$ cat config.mk
export PLATFORM = sky130hd
export DESIGN_NAME = negated_circular_shift_deserializer
export DESIGN_NICKNAME = d
export VERILOG_FILES = /design/src/rtl/negated_circular_shift_deserializer_pkg.sv /design/src/rtl/negated_circular_shift_deserializer_ring_invariant_checker.sv /design/src/rtl/negated_circular_shift_deserializer.sv
export SDC_FILE = /design/constraint.sdc
export NUM_CORES = 1
export LEC_CHECK = 0
export ABC_AREA = 1
export CAP_MARGIN = 20
export CORE_MARGIN = 5
export CORE_UTILIZATION = 50
export CTS_CLUSTER_DIAMETER = 40
export DETAILED_ROUTE_END_ITERATION = 12
export DONT_BUFFER_PORTS = 1
export SLEW_MARGIN = 25
export SYNTH_ARGS = -nofsm -noshare
export SYNTH_HDL_FRONTEND = slang
export SYNTH_SLANG_ARGS = --single-unit
$ cat constraint.sdc
create_clock -name clock -period 2.3 [get_ports clock]
set_clock_uncertainty 0.15 [all_clocks]
set_input_delay 0.345 -clock clock [delete_from_list [all_inputs] [get_ports clock]]
set_output_delay 0.345 -clock clock [all_outputs]
set_load 0.02 [all_outputs]
$ cat src/rtl/negated_circular_shift_deserializer_pkg.sv
// Shared types and defaults for the twisted-ring serial link receiver.
// Latency: n/a (declarations only).
// Backpressure: n/a (declarations only).
`ifndef NEGATED_CIRCULAR_SHIFT_DESERIALIZER_PKG_SV
`define NEGATED_CIRCULAR_SHIFT_DESERIALIZER_PKG_SV

package negated_circular_shift_deserializer_pkg;

    // Link receiver state: collecting reference bits, verifying toward lock, locked.
    typedef enum logic [1:0] {
        HUNT  = 2'd0,
        TRACK = 2'd1,
        LOCK  = 2'd2
    } state_t;

    localparam int DEFAULT_WIDTH    = 5;
    localparam int DEFAULT_LOCK_LEN = 5;

endpackage

`endif

$ cat src/rtl/negated_circular_shift_deserializer_ring_invariant_checker.sv
// Keeps the last WIDTH received bits and tests each new bit against the complement of the oldest.
// Latency: match/mismatch are combinational from serial_in and the registered history.
// Backpressure: history only advances when sample=1; sample=0 freezes it and silences both strobes.
`ifndef NEGATED_CIRCULAR_SHIFT_DESERIALIZER_RING_INVARIANT_CHECKER_SV
`define NEGATED_CIRCULAR_SHIFT_DESERIALIZER_RING_INVARIANT_CHECKER_SV

module ring_invariant_checker
    import negated_circular_shift_deserializer_pkg::*;
#(
    parameter int WIDTH = DEFAULT_WIDTH
) (
    input  logic clock,
    input  logic clear,
    input  logic sample,
    input  logic check_en,
    input  logic serial_in,
    output logic match,
    output logic mismatch
);

    // hist[0] is the bit received WIDTH samples ago.
    logic [WIDTH-1:0] hist;

    // Shift every sampled bit into the history, newest at the top.
    always_ff @(posedge clock) begin
        if (!clear) begin
            hist <= '0;
        end else if (sample) begin
            hist <= {serial_in, hist[WIDTH-1:1]};
        end
    end

    // A twisted ring always delivers the inverse of the bit one ring-length back.
    always_comb begin
        match    = sample & check_en & (serial_in ^ hist[0]);
        mismatch = sample & check_en & ~(serial_in ^ hist[0]);
    end

endmodule

`endif

$ cat src/rtl/negated_circular_shift_deserializer.sv
// Rebuilds LSB-first WIDTH-bit words from a twisted-ring serial stream and reports lock/error.
// Latency: word/word_valid one cycle after the edge sampling the last bit; locked/error likewise.
// Backpressure: none upstream; serial_valid=0 holds all state and drops the one-cycle pulses.
`ifndef NEGATED_CIRCULAR_SHIFT_DESERIALIZER_SV
`define NEGATED_CIRCULAR_SHIFT_DESERIALIZER_SV

module negated_circular_shift_deserializer
    import negated_circular_shift_deserializer_pkg::*;
#(
    parameter int WIDTH    = DEFAULT_WIDTH,
    parameter int LOCK_LEN = DEFAULT_LOCK_LEN
) (
    input  logic             clock,
    input  logic             clear,
    input  logic             serial_in,
    input  logic             serial_valid,
    output logic [WIDTH-1:0] word,
    output logic             word_valid,
    output logic             locked,
    output logic             error
);

    localparam int BW = $clog2(WIDTH);
    localparam int MW = $clog2(LOCK_LEN + 1);
    localparam logic [BW-1:0] LAST_BIT = BW'(WIDTH - 1);
    localparam logic [MW-1:0] LOCK_TGT = MW'(LOCK_LEN - 1);

    state_t           state;
    logic [BW-1:0]    bit_cnt;
    logic [MW-1:0]    match_cnt;
    // Holds the WIDTH-1 bits already collected for the current word, newest at the top.
    logic [WIDTH-2:0] sreg;
    logic [WIDTH-2:0] sreg_restart;
    logic [WIDTH-1:0] assembled;
    logic             word_done;
    logic             check_en;
    logic             match;
    logic             mismatch;

    // Word as it stands including the bit on the wire; complete when bit_cnt hits its last slot.
    always_comb begin
        assembled = {serial_in, sreg};
        word_done = (bit_cnt == LAST_BIT);
        check_en  = (state != HUNT);
    end

    // After a mismatch the offending bit alone is the start of the next word.
    always_comb begin
        sreg_restart           = '0;
        sreg_restart[WIDTH-2]  = serial_in;
    end

    ring_invariant_checker #(
        .WIDTH (WIDTH)
    ) u_checker (
        .clock     (clock),
        .clear     (clear),
        .sample    (serial_valid),
        .check_en  (check_en),
        .serial_in (serial_in),
        .match     (match),
        .mismatch  (mismatch)
    );

    // Word assembly, lock FSM and registered status outputs.
    always_ff @(posedge clock) begin
        if (!clear) begin
            word       <= '0;
            word_valid <= 1'b0;
            locked     <= 1'b0;
            error      <= 1'b0;
            sreg       <= '0;
            bit_cnt    <= '0;
            match_cnt  <= '0;
            state      <= HUNT;
        end else if (!serial_valid) begin
            word_valid <= 1'b0;
            error      <= 1'b0;
        end else begin
            word_valid <= 1'b0;
            error      <= 1'b0;

            // A completed word is delivered even when its last bit breaks the ring.
            if (word_done) begin
                word       <= assembled;
                word_valid <= 1'b1;
            end

            if (mismatch) begin
                // The offending bit occupies word[0] of the next word, so one bit is already in.
                error     <= 1'b1;
                locked    <= 1'b0;
                match_cnt <= '0;
                state     <= HUNT;
                sreg      <= sreg_restart;
                bit_cnt   <= BW'(1);
            end else begin
                sreg    <= assembled[WIDTH-1:1];
                bit_cnt <= word_done ? '0 : bit_cnt + 1'b1;
                case (state)
                    // One full word in history gives the reference for checking.
                    HUNT: begin
                        if (word_done) begin
                            state <= TRACK;
                        end
                    end
                    TRACK: begin
                        if (match) begin
                            match_cnt <= match_cnt + 1'b1;
                            if (match_cnt == LOCK_TGT) begin
                                state  <= LOCK;
                                locked <= 1'b1;
                            end
                        end
                    end
                    // Count stays saturated at LOCK_LEN while locked.
                    LOCK: begin
                        locked <= 1'b1;
                    end
                    default: begin
                        state <= HUNT;
                    end
                endcase
            end
        end
    end

endmodule

`endif
==> Word-level counts from Yosys, hierarchy flattened <==
Cells that the tools add are included.
{ "totals": {"regBits": 25, "input_bits": 4, "output_inout_bits": 8, "word_cells": 51} }
{ "op_classes": {"add_sub_neg": 2, "n_eq_ne": 8, "mux": 17, "n_bitwise": 5, "n_reduce_logical": 10} }
{ "op_table": {"columns": ["cell", "count"], "rows": [
  ["$mux 3", 6],
  ["$ne 3x3->1 const B", 3],
  ["$mux 2", 4],
  ["$add 3x1->3 const B", 2],
  ["$eq 3x3->1 const B", 2],
  ["$pmux 2 s3", 1],
  ["$reduce_bool 2->1", 3],
  ["$mux 1", 5],
  ["$reduce_and 5->1", 1],
  ["$reduce_and 2->1", 2],
  ["$reduce_and 4->1", 1],
  ["$and 1x1->1", 3],
  ["$reduce_and 3->1", 1],
  ["$reduce_bool 3->1", 1],
  ["$eq 2x1->1 const B", 1],
  ["$eq 2x2->1 const B", 1],
  ["$logic_not 2->1", 1],
  ["$ne 2x2->1 const B", 1],
  ["$pmux 1 s2", 1],
  ["$not 1->1", 1],
  ["$xor 1x1->1", 1]
]} }

==> Longest topological paths before layout <==
{ "logic_depth": {"word_depth": 6, "depth_mapped": 8, "depth_no_buf": 8} }

==> Cells and area by module <==
From an unflattened synthesis, not the netlist that was laid out.
{ "unflattened": {"hier_cells": 145, "hier_area_um2": 1116.1} }
{ "by_module_without_submodules": {"columns": ["mod", "n_inst", "cells_per_inst", "area_per_inst_um2", "seq_area_each_um2"], "rows": [
  ["negated_circular_shift_deserializer", 1, 113, 908.4, 400.4],
  ["ring_invariant_checker", 1, 32, 207.7, 100.1]
]} }

==> Least setup slack after synthesis <==
No wires, ideal clock.
{ "synth_timing": {"path_type": "reg-to-reg", "start": "reg bit_cnt[0]", "end": "reg bit_cnt[2]", "t_arrival_ps": 1106, "slack_ps": 965, "stages_incl_launch_ff": 8, "synth_period_minus_slack_ps": 1335, "cell_sequence": "dfxtp_1 inv_1 ha_1 nand2_1 inv_2 nand2_1 o21ai_1 a211oi_2"} }
{ "synth_via": {"elab_chain_len": 3} }
{ "synth_rtl": {"columns": ["element", "line_no", "rtl"], "rows": [
  ["from (decl)", "negated_circular_shift_deserializer.sv:29", "logic [BW-1:0] bit_cnt;"],
  ["from (signal assigned)", "negated_circular_shift_deserializer.sv:99", "bit_cnt <= word_done ? '0 : bit_cnt + 1'b1;"],
  ["$add 3x1->3 / $eq 3x3->1 (equally long branches)", "negated_circular_shift_deserializer.sv:99, negated_circular_shift_deserializer.sv:43", null],
  ["$mux 3 *", "negated_circular_shift_deserializer.sv:99", null],
  ["$mux 3 *", "negated_circular_shift_deserializer.sv:89", "if (mismatch) begin"]
]} }
Every way passes the cells marked *; elsewhere a longest branch is shown, timed or not.
A chain may end at the register's enable or synchronous reset.

==> Worst setup path in the final report <==
Ends and elaborated chain as after synthesis.

==> flow_summary.json <==
{
  "status": "finished clean",
  "worst_pin_slew_ns": 0.2452,
  "area_delta_synth_final_pct": 7.255,
  "power.density_nw_per_um2": 683.1,
  "grt_pass1_vias": 787,
  "drive_gt1_frac": 0.1984,
  "insertion_delay_ns": 0.31,
  "gr-total-overflow": 0,
  "path_cells": "inv_1 -> ha_1 -> nand2_1 -> inv_2 -> nand2_1 -> o21ai_1 -> a211oi_2",
  "cts.sinks": 24,
  "postRouteAntennaNets": 0,
  "port_buffers": 0,
  "max_freq_mhz": 679.5,
  "finalSetupTns_ns": 0,
  "crit_top_cell": "nand2_1",
  "synth_edf_count": 0,
  "fp.dieArea_um2": 3079,
  "fin_area_um2": 1110,
  "setup_viol": 0,
  "drc": 0,
  "crit_start": "bit_cnt[0]$_SDFFE_PN0P_",
  "firstDrtPassIters": 4,
  "min-delay-start": "serial_valid",
  "die_w_um": 55.49,
  "place_area_um2": 1054,
  "ys_types": 27,
  "post-route-min-period_ns": 1.472,
  "yosysSeqAreaShare": 0.4643,
  "ir_drop_v": 0.0004918,
  "die_h_um": 55.49,
  "synthesis.area_um2": 1035,
  "grt_first_pass_wirelength_mm": 3.305,
  "layout.nets": 135,
  "coreArea_um2": 1962,
  "hold_viol_final": 0,
  "drt-total-wl_mm": 1.838,
  "maxCapViolCount": 0,
  "r2r-start": "bit_cnt[0]$_SDFFE_PN0P_",
  "drt_iter0_markers": 18,
  "h-tree-depth": 1,
  "crit_arrival_ns": 1.56,
  "root_buffer": "clkbuf_4",
  "synthArstFlopShare": 0,
  "dr_total_vias": 784,
  "cts_tree": "done",
  "cts-buffers-inserted": 3,
  "clockBufferDepth": 2,
  "clkSlewWorstSetupHoldPaths_ns": 0.13,
  "cp_slowest_cell": "dfxtp_1",
  "hold_class": "primary input to register",
  "track_usage": 0.1318,
  "syn_area_per_cell_um2": 8.413,
  "numPlacedInstances": 147,
  "finalNonFillerCells": 153,
  "whs_ns": 0.02795,
  "critPathKind": "register to register",
  "required_ns": 2.39,
  "antenna_cells": 0,
  "crit_fanout": 7,
  "startpoint_type": "register",
  "leakagePower_nw": 0.4312,
  "maxSlewHeadroom": 0.8363,
  "ys_seq_elements": 24,
  "row_count": 16,
  "antenna_found_initial": 0,
  "start_util": 0.5274,
  "synth_flop_cell": "dfxtp_1",
  "num_io_pins": 12,
  "end_kind": "register",
  "path_buf_inv": 2,
  "finalCritPeriodShare": 0.6398,
  "critical-path-top-delay-family": "flip-flops",
  "synth_nets": 131,
  "maxSlewViolCount": 0,
  "wl_per_cell_um": 12.01,
  "slowest_delay_ns": 0.38,
  "rsz0062_at_grt": "false",
  "grt_max_degree": 14,
  "netlist_instances": 123,
  "yosysWarnings": 0,
  "gp_congestion": 0.7007,
  "dp_hpwl_mm": 1.320,
  "avgViaCountPerCell": 5.124
}
cell usage after synthesis, drive strengths merged (2+ instances only):
cell type,instances,area share
dfxtp,24,0.46
nand2,23,0.11
nor2,18,0.082
inv,14,0.051
nand3,10,0.058
o21ai,9,0.044
a21oi,7,0.037
ha,4,0.048
buf,3,0.015
a211oi,2,0.019
o22ai,2,0.012
power by group:
group	switching [W]	internal, W	leakage, nW	total (W)
logic	0.0000597	0.0000360	0.215	0.0000958
registers	0.0000143	0.000434	0.195	0.000448
clock network	0.000118	0.0000966	0.0210	0.000214
total	0.000192	0.000566	0.431	0.000758
sequential cells by signal, indices dropped and copies added (netlist names):
signal	count
u_checker.hist	4
bit_cnt	3
word	5
error	1
sreg	4
state	2
locked	1
word_valid	1
match_cnt	3
timing repair:
item                                   CTS  global route
hold buffers                             2             0
endpoints found under the hold margin    7             0
buffers inserted                         0             0
resized for setup                        0             0
stage by stage:
step                      total power, W  utilization  setup WS (ns)
after global routing           0.0008055       0.5657         0.6070
after detailed placement       0.0005491       0.5370         0.8602
after CTS                      0.0007732       0.5657         0.8178
final                          0.0007581       0.5657         0.8284
after floorplan                0.0005392            -         0.9648
after global placement         0.0005478       0.5370         0.9024
cells by family (layout without fill, tap and decap cells):
logic type	after synthesis	count (layout)	share of synthesized area
adders and majority gates	4	4	0.04837
xor gates and xnor gates	2	2	0.02419
and+or+nand+nor	54	54	0.2672
DFF	24	24	0.4643
buffers and inverters	17	20	0.06529
AOI/OAI and AO/OA	22	22	0.1306
layer usage:
layer | track usage | share of wire | vias up
met5 | 0 | 0 | -
met4 | 0.06944 | 0.0076 | 0
met3 | 0.02564 | 0.036 | 4
met2 | 0.2111 | 0.48 | 13
met1 | 0.1657 | 0.48 | 359
li1 | - | - | 408
cell type report:
cell class                 instances  area (µm²)
multi-input combinational         82       486.7
tap                               27       33.78
clock buffer                       4       36.28
inverter                          14       52.55
fill                             214       852.1
timing repair buffer               2       20.02
sequential                        24       480.5
layout by cell type, fill, tap and decap left out, drive strengths merged:
cell	Yosys	routed
clkbuf	0	4
dlygate4sd3	0	2
a31oi	1	1
a21oi	7	7
o22ai	2	2
nand2	23	23
xor2	1	1
and3	1	1
inv	14	14
nor2	18	18
nor3	1	1
a211oi	2	2
xnor2	1	1
ha	4	4
nand4	1	1
o31ai	1	1
o21ai	9	9
dfxtp	24	24
nand3	10	10
path summary, 6_finish.rpt:
kind	slack [ns]	cells past startpoint	end
worst min-delay path	0.03	2	locked$_SDFFE_PN0P_
worst min register to register	0.32	2	u_checker.hist[3]$_SDFFE_PN0P_
worst max register to register	0.83	7	bit_cnt[2]$_SDFFE_PN0P_
worst max-delay path	0.83	7	bit_cnt[2]$_SDFFE_PN0P_
Note: power is estimated with default switching activity, not from simulation.
